--- config.mk ---
export PLATFORM = sky130hd
export DESIGN_NAME = rst_sequencer_flat
export DESIGN_NICKNAME = d
export VERILOG_FILES = /design/src/rtl/rst_sequencer_if.sv /design/src/rtl/rst_sequencer.sv /design/src/flat_wrapper.sv
export SDC_FILE = /design/constraint.sdc
export NUM_CORES = 1
export LEC_CHECK = 0
export BUFFER_PORTS_ARGS = -buffer_cell sky130_fd_sc_hd__buf_2
export CORE_ASPECT_RATIO = 0.9
export CORE_UTILIZATION = 30
export DETAILED_ROUTE_END_ITERATION = 7
export PLACE_DENSITY = 0.52
export SLEW_MARGIN = 20
export SYNTH_ARGS = -nofsm -noshare
export SYNTH_HDL_FRONTEND = slang
export SYNTH_SLANG_ARGS = --single-unit
--- constraint.sdc ---
create_clock -name wb_clk_i -period 5.16 [get_ports wb_clk_i]
set_input_delay 0.516 -clock wb_clk_i [delete_from_list [all_inputs] [get_ports wb_clk_i]]
set_output_delay 0.516 -clock wb_clk_i [all_outputs]
set_load 0.02 [all_outputs]
--- src/rtl/rst_sequencer_if.sv ---
// Pin bundle between the board-level reset sources and the reset sequencer.
// The testbench or board top drives the master side; the sequencer takes the slave side.
interface rst_sequencer_if #(
    parameter int NCH = 3
);
    logic           key_n_i;
    logic           soft_rst_i;
    logic           pll_locked_i;
    logic [NCH-1:0] rst_o;
    logic           ready_o;
    logic [3:0]     cause_o;

    modport master (
        output key_n_i, soft_rst_i, pll_locked_i,
        input  rst_o, ready_o, cause_o
    );

    modport slave (
        input  key_n_i, soft_rst_i, pll_locked_i,
        output rst_o, ready_o, cause_o
    );
endinterface

--- src/rtl/rst_sequencer.sv ---
// Multi-domain reset sequencer: merges power-on, push-button, software and PLL-lock
// reset sources into NCH staged active-high resets and records the last reset cause.
module rst_sequencer #(
    parameter int NCH         = 3,
    parameter int HOLD_CYCLES = 32,
    parameter int STAGE_GAP   = 16,
    parameter int DEBOUNCE    = 1024,
    parameter int CNT_W       = 16
) (
    input  logic           wb_clk_i,
    input  logic           wb_rst_i,
    rst_sequencer_if.slave bus
);

    typedef enum logic [1:0] {ASSERT, WAIT_LOCK, RELEASE, RUN} state_t;

    localparam logic [CNT_W-1:0] HOLD_LAST = CNT_W'(HOLD_CYCLES - 1);
    localparam logic [CNT_W-1:0] GAP_LAST  = CNT_W'(STAGE_GAP - 1);
    localparam logic [CNT_W-1:0] DEB_LAST  = CNT_W'(DEBOUNCE - 1);
    localparam logic [NCH-1:0]   ALL_ON    = {NCH{1'b1}};
    // Output pattern on the edge that enters RELEASE; all zeros when NCH is 1.
    localparam logic [NCH-1:0]   FIRST_REL = ALL_ON << 1;

    logic             key_meta, key_sync, key_db;
    logic             lock_meta, lock_s;
    logic [CNT_W-1:0] deb_cnt;

    state_t           state_q, state_d;
    logic [CNT_W-1:0] hold_q, hold_d, gap_q, gap_d;
    logic [NCH-1:0]   rst_q, rst_d;
    logic             ready_q, ready_d;
    logic [3:0]       cause_q, cause_d, causes;
    logic             lock_lost, src;

    // Synchronisers start at 0 so lock is treated as lost until the PLL proves otherwise.
    always_ff @(posedge wb_clk_i) begin
        // NOTE: non-blocking assignments make every flop sample pre-edge values,
        // which is what makes the 2-FF chains actually two stages deep.
        if (wb_rst_i) begin
            key_meta  <= 1'b0;
            key_sync  <= 1'b0;
            lock_meta <= 1'b0;
            lock_s    <= 1'b0;
            key_db    <= 1'b1;
            deb_cnt   <= '0;
        end else begin
            key_meta  <= bus.key_n_i;
            key_sync  <= key_meta;
            lock_meta <= bus.pll_locked_i;
            lock_s    <= lock_meta;
            if (key_sync == key_db) begin
                deb_cnt <= '0;
            end else if (deb_cnt == DEB_LAST) begin
                deb_cnt <= '0;
                key_db  <= key_sync;
            end else begin
                deb_cnt <= deb_cnt + 1'b1;
            end
        end
    end

    always_comb begin
        // NOTE: every output of this block gets a default first, so no path can infer a latch.
        state_d   = state_q;
        hold_d    = hold_q;
        gap_d     = gap_q;
        rst_d     = rst_q;
        cause_d   = cause_q;
        lock_lost = (state_q == RELEASE || state_q == RUN) && !lock_s;
        causes    = {lock_lost, bus.soft_rst_i, ~key_db, 1'b0};
        src       = |causes;

        if (src) begin
            state_d = ASSERT;
            hold_d  = '0;
            gap_d   = '0;
            rst_d   = ALL_ON;
            cause_d = (state_q == RELEASE || state_q == RUN) ? causes : (cause_q | causes);
        end else begin
            case (state_q)
                ASSERT: begin
                    if (hold_q == HOLD_LAST) begin
                        hold_d = '0;
                        if (lock_s) begin
                            rst_d   = FIRST_REL;
                            state_d = (FIRST_REL == '0) ? RUN : RELEASE;
                        end else begin
                            state_d = WAIT_LOCK;
                        end
                    end else begin
                        hold_d = hold_q + 1'b1;
                    end
                end
                WAIT_LOCK: begin
                    if (lock_s) begin
                        gap_d   = '0;
                        rst_d   = FIRST_REL;
                        state_d = (FIRST_REL == '0) ? RUN : RELEASE;
                    end
                end
                RELEASE: begin
                    if (gap_q == GAP_LAST) begin
                        gap_d = '0;
                        rst_d = rst_q << 1;
                        if (rst_d == '0) state_d = RUN;
                    end else begin
                        gap_d = gap_q + 1'b1;
                    end
                end
                RUN:     rst_d = '0;
                default: state_d = ASSERT;
            endcase
        end

        ready_d = (state_d == RUN);
    end

    always_ff @(posedge wb_clk_i) begin
        if (wb_rst_i) begin
            state_q <= ASSERT;
            hold_q  <= '0;
            gap_q   <= '0;
            rst_q   <= ALL_ON;
            ready_q <= 1'b0;
            cause_q <= 4'b0001;
        end else begin
            state_q <= state_d;
            hold_q  <= hold_d;
            gap_q   <= gap_d;
            rst_q   <= rst_d;
            ready_q <= ready_d;
            cause_q <= cause_d;
        end
    end

    assign bus.rst_o   = rst_q;
    assign bus.ready_o = ready_q;
    assign bus.cause_o = cause_q;

endmodule
--- src/flat_wrapper.sv ---
// flat-port wrapper written by rule: the top's interface ports become plain ports
module rst_sequencer_flat 
#(
    parameter int NCH         = 3,
    parameter int HOLD_CYCLES = 32,
    parameter int STAGE_GAP   = 16,
    parameter int DEBOUNCE    = 1024,
    parameter int CNT_W       = 16
)
  (wb_clk_i, wb_rst_i, bus_key_n_i, bus_soft_rst_i, bus_pll_locked_i, bus_rst_o, bus_ready_o, bus_cause_o);
  rst_sequencer_if #(.NCH(NCH)) bus_i ();
  input  logic wb_clk_i;
  input  logic wb_rst_i;
  input wire logic [$bits(bus_i.key_n_i)-1:0] bus_key_n_i;
  input wire logic [$bits(bus_i.soft_rst_i)-1:0] bus_soft_rst_i;
  input wire logic [$bits(bus_i.pll_locked_i)-1:0] bus_pll_locked_i;
  output wire logic [$bits(bus_i.rst_o)-1:0] bus_rst_o;
  output wire logic [$bits(bus_i.ready_o)-1:0] bus_ready_o;
  output wire logic [$bits(bus_i.cause_o)-1:0] bus_cause_o;
  assign bus_i.key_n_i = bus_key_n_i;
  assign bus_i.soft_rst_i = bus_soft_rst_i;
  assign bus_i.pll_locked_i = bus_pll_locked_i;
  assign bus_rst_o = bus_i.rst_o;
  assign bus_ready_o = bus_i.ready_o;
  assign bus_cause_o = bus_i.cause_o;
  rst_sequencer #(.NCH(NCH), .HOLD_CYCLES(HOLD_CYCLES), .STAGE_GAP(STAGE_GAP), .DEBOUNCE(DEBOUNCE), .CNT_W(CNT_W)) u_core (.wb_clk_i(wb_clk_i), .wb_rst_i(wb_rst_i), .bus(bus_i));
endmodule
==> results.cfg <==
[cells_and_area]
fin_cells = 478
area_delta_synth_final_pct = 10.8
finalInstanceArea_um2 = 3290
multi_input_area_um2 = 1610
register_area_um2 = 1260
num-fill-cells = 1003
drive_gt1_share_pct = 9.94
diodes = 0
final_nets = 356

[die]
fp-row-count = 34
die_area_um2 = 10300
die_y_um = 96.3
core-area_um2 = 9660
initial_utilization_pct = 30.7
dieWidth_um = 107
io_pins = 13

[min_path]
worstHoldPathType = in -> reg

[logic_synthesis]
ys_seq_elements = 63
yosys_warnings = 0
synth_top_cell_area_share_pct = 42.5
synth_area_leaders = dfxtp_1 (43%), xor2_1 (5.3%), nor2_1 (5.1%), nand4_1 (4.0%), nand3_1 (3.7%)
seq_area_frac_synth_pct = 42.5
synthesis.nets = 348
synthMostInstantiatedCell = dfxtp_1
syn_area_um2 = 2970
ys_async_sr_fraction_pct = 0
ys.flop_type = dfxtp_1
netlist_top_cells_count = dfxtp_1 (63), nor2_1 (40), nand3_1 (22)
avgSynthCellArea_um2 = 8.73
netlist_instances = 340
synth_edf_count = 0
yosys.cell_types.count = 52
synth_top_area_cell = dfxtp_1

[routing]
drt_iter0_drc = 115
wl_mm = 6.18
drc = 0
postRouteAntennaNets = 0
wire_per_inst_um = 12.9
via_per_inst = 5.14
drtPass1Iterations = 4
vias = 2459

[global_route]
overflow = 0
use_met3_pct = 5.35
track_usage_pct = 13.4
grt-busiest-layer = met2
met1_usage_pct = 16.5
antenna_found_initial = 0
first_global_vias = 2235
grt_max_degree = 17
grt_first_pass_wirelength_mm = 10.5
grtUsageMet2_pct = 20.4

[placed_design]
gp_congestion = 0.773
hpwlAfterDp_mm = 4.30
place_inst = 463
io_buffers = 12
placed_area_um2 = 3130

[timing]
finalClockSkew_ns = 0.00939
slew_headroom_pct = 54.7
hold_viol_final = 0
fmax_mhz = 471
period_needed_ns = 2.12
post-route-period-util_pct = 41.1
rsz0062_at_grt = no
finalMaxSlewViolations = 0
setup_viol = 0
hold_ws_ns = 0.382
worst_slew_pin_slew_ns = 0.677
tns_ns = 0

[clock_network]
cts-hold-fix-buffers = 0
path_clk_slew_ns = 0.06
cts_inserted_buffers = 9
cts_buffer_depth = 2
clock_latency_ns = 0.35
postCtsSetupBuffers = 0
cts_resized = 0
cts_root_buf = clkbuf_8
h-tree-depth = 3
clkSinkCount = 63
cts_tree = yes

[outcome]
status = completed

[critical_path]
critPathKind = reg -> reg
endpoint_kind = flip-flop
path_max_fanout = 16
crit_required_ns = 5.43
r2r_start = u_core.state_q[1]
startpoint_type = flip-flop
endpoint = u_core.gap_q[13]
rrSetupSlack_ns = 3.04
r2r_cells = 4
critPathArrivalTime_ns = 2.39
critPathLaunch = u_core.state_q[1]
worstReg2RegEnd = u_core.gap_q[13]

[power_and_ir_drop]
p_leak_nw = 1.08
p_total_w = 0.000877
vdd_drop_max_v = 0.000134
p_per_area_nw_per_um2 = 267

[flow_run]
drv_cap = 0
[stage by stage]
stage / setup slack (ns) / utilization [%]
6_report: 3.04 / 34.0
5_1_grt: 2.86 / 34.0
4_1_cts: 3.05 / 34.0
3_5_place_dp: 3.04 / 32.4
3_3_place_gp: 3.07 / 32.4
2_1_floorplan: 3.41 / -
[worst max-delay path, cell delays in order (launching register included)]
cell and delay [ns]:
dfxtp_1 0.59, nand2b_1 0.36, and2_1 0.38, or4_1 0.55, a21oi_1 0.16
[routing by layer]
layer	routed length (um)	part of all wire, %
met3	236	3.8
met4	76	1.2
met1	3030	49
met2	2830	46
met5	0	0
[sequential cells by signal, summed over array words and instances, names as in the netlist, named ones only]
signal / count
u_core.lock_meta: 1
u_core.lock_s: 1
u_core.key_sync: 1
u_core.key_meta: 1
u_core.key_db: 1
u_core.bus.ready_o: 1
u_core.deb_cnt: 16
u_core.state_q: 2
u_core.gap_q: 16
u_core.hold_q: 16
u_core.bus.rst_o: 3
u_core.bus.cause_o: 3
[placed cells by master (no fill, tap or decap), drive strengths merged, types with 6 or more instances in the layout]
cell    count
clkbuf     14
nand4      19
nor4       10
o21ai      12
dfxtp      63
inv         8
and2        6
or4         6
and4        7
xor2       18
nor2       40
a21oi      17
nand3      22
nand2      21
xnor2      10
buf        14
[worst min-delay path by stage]
stage / from / end / slack [ns] / cells after the start
3_3_place_gp: u_core.key_meta / u_core.key_sync / 0.42 / 1
2_1_floorplan: u_core.deb_cnt[0] / u_core.deb_cnt[0] / 0.41 / 1
5_1_grt: bus_key_n_i / u_core.key_meta / 0.36 / 2
3_5_place_dp: u_core.key_meta / u_core.key_sync / 0.44 / 1
6_report: bus_key_n_i / u_core.key_meta / 0.38 / 2
4_1_cts: bus_key_n_i / u_core.key_meta / 0.37 / 2
[where the power goes]
group          internal, W  total [W]  switching, W
logic           0.00000792  0.0000238     0.0000159
registers         0.000491   0.000494    0.00000311
clock network     0.000185   0.000359      0.000175
[logic make-up after synthesis]
kind of cell    Yosys count  synth area share [%]
simple gates            163                  31.2
flops                    63                  42.5
compound gates           57                  13.0
xor+xnor                 28                  8.27
buf+inv                  25                  3.37
fa+ha+maj                 3                  1.27
mux                       1                 0.337
[final cells by class]
class	count	share of cell area [%]
Multi-Input combinational cell	252	48.8
Sequential cell	63	38.4
Tap cell	126	4.80
Clock buffer	14	4.64
Timing Repair Buffer	14	2.28
Inverter	8	0.914
Clock inverter	1	0.152
(Power assumes the default switching activity.)
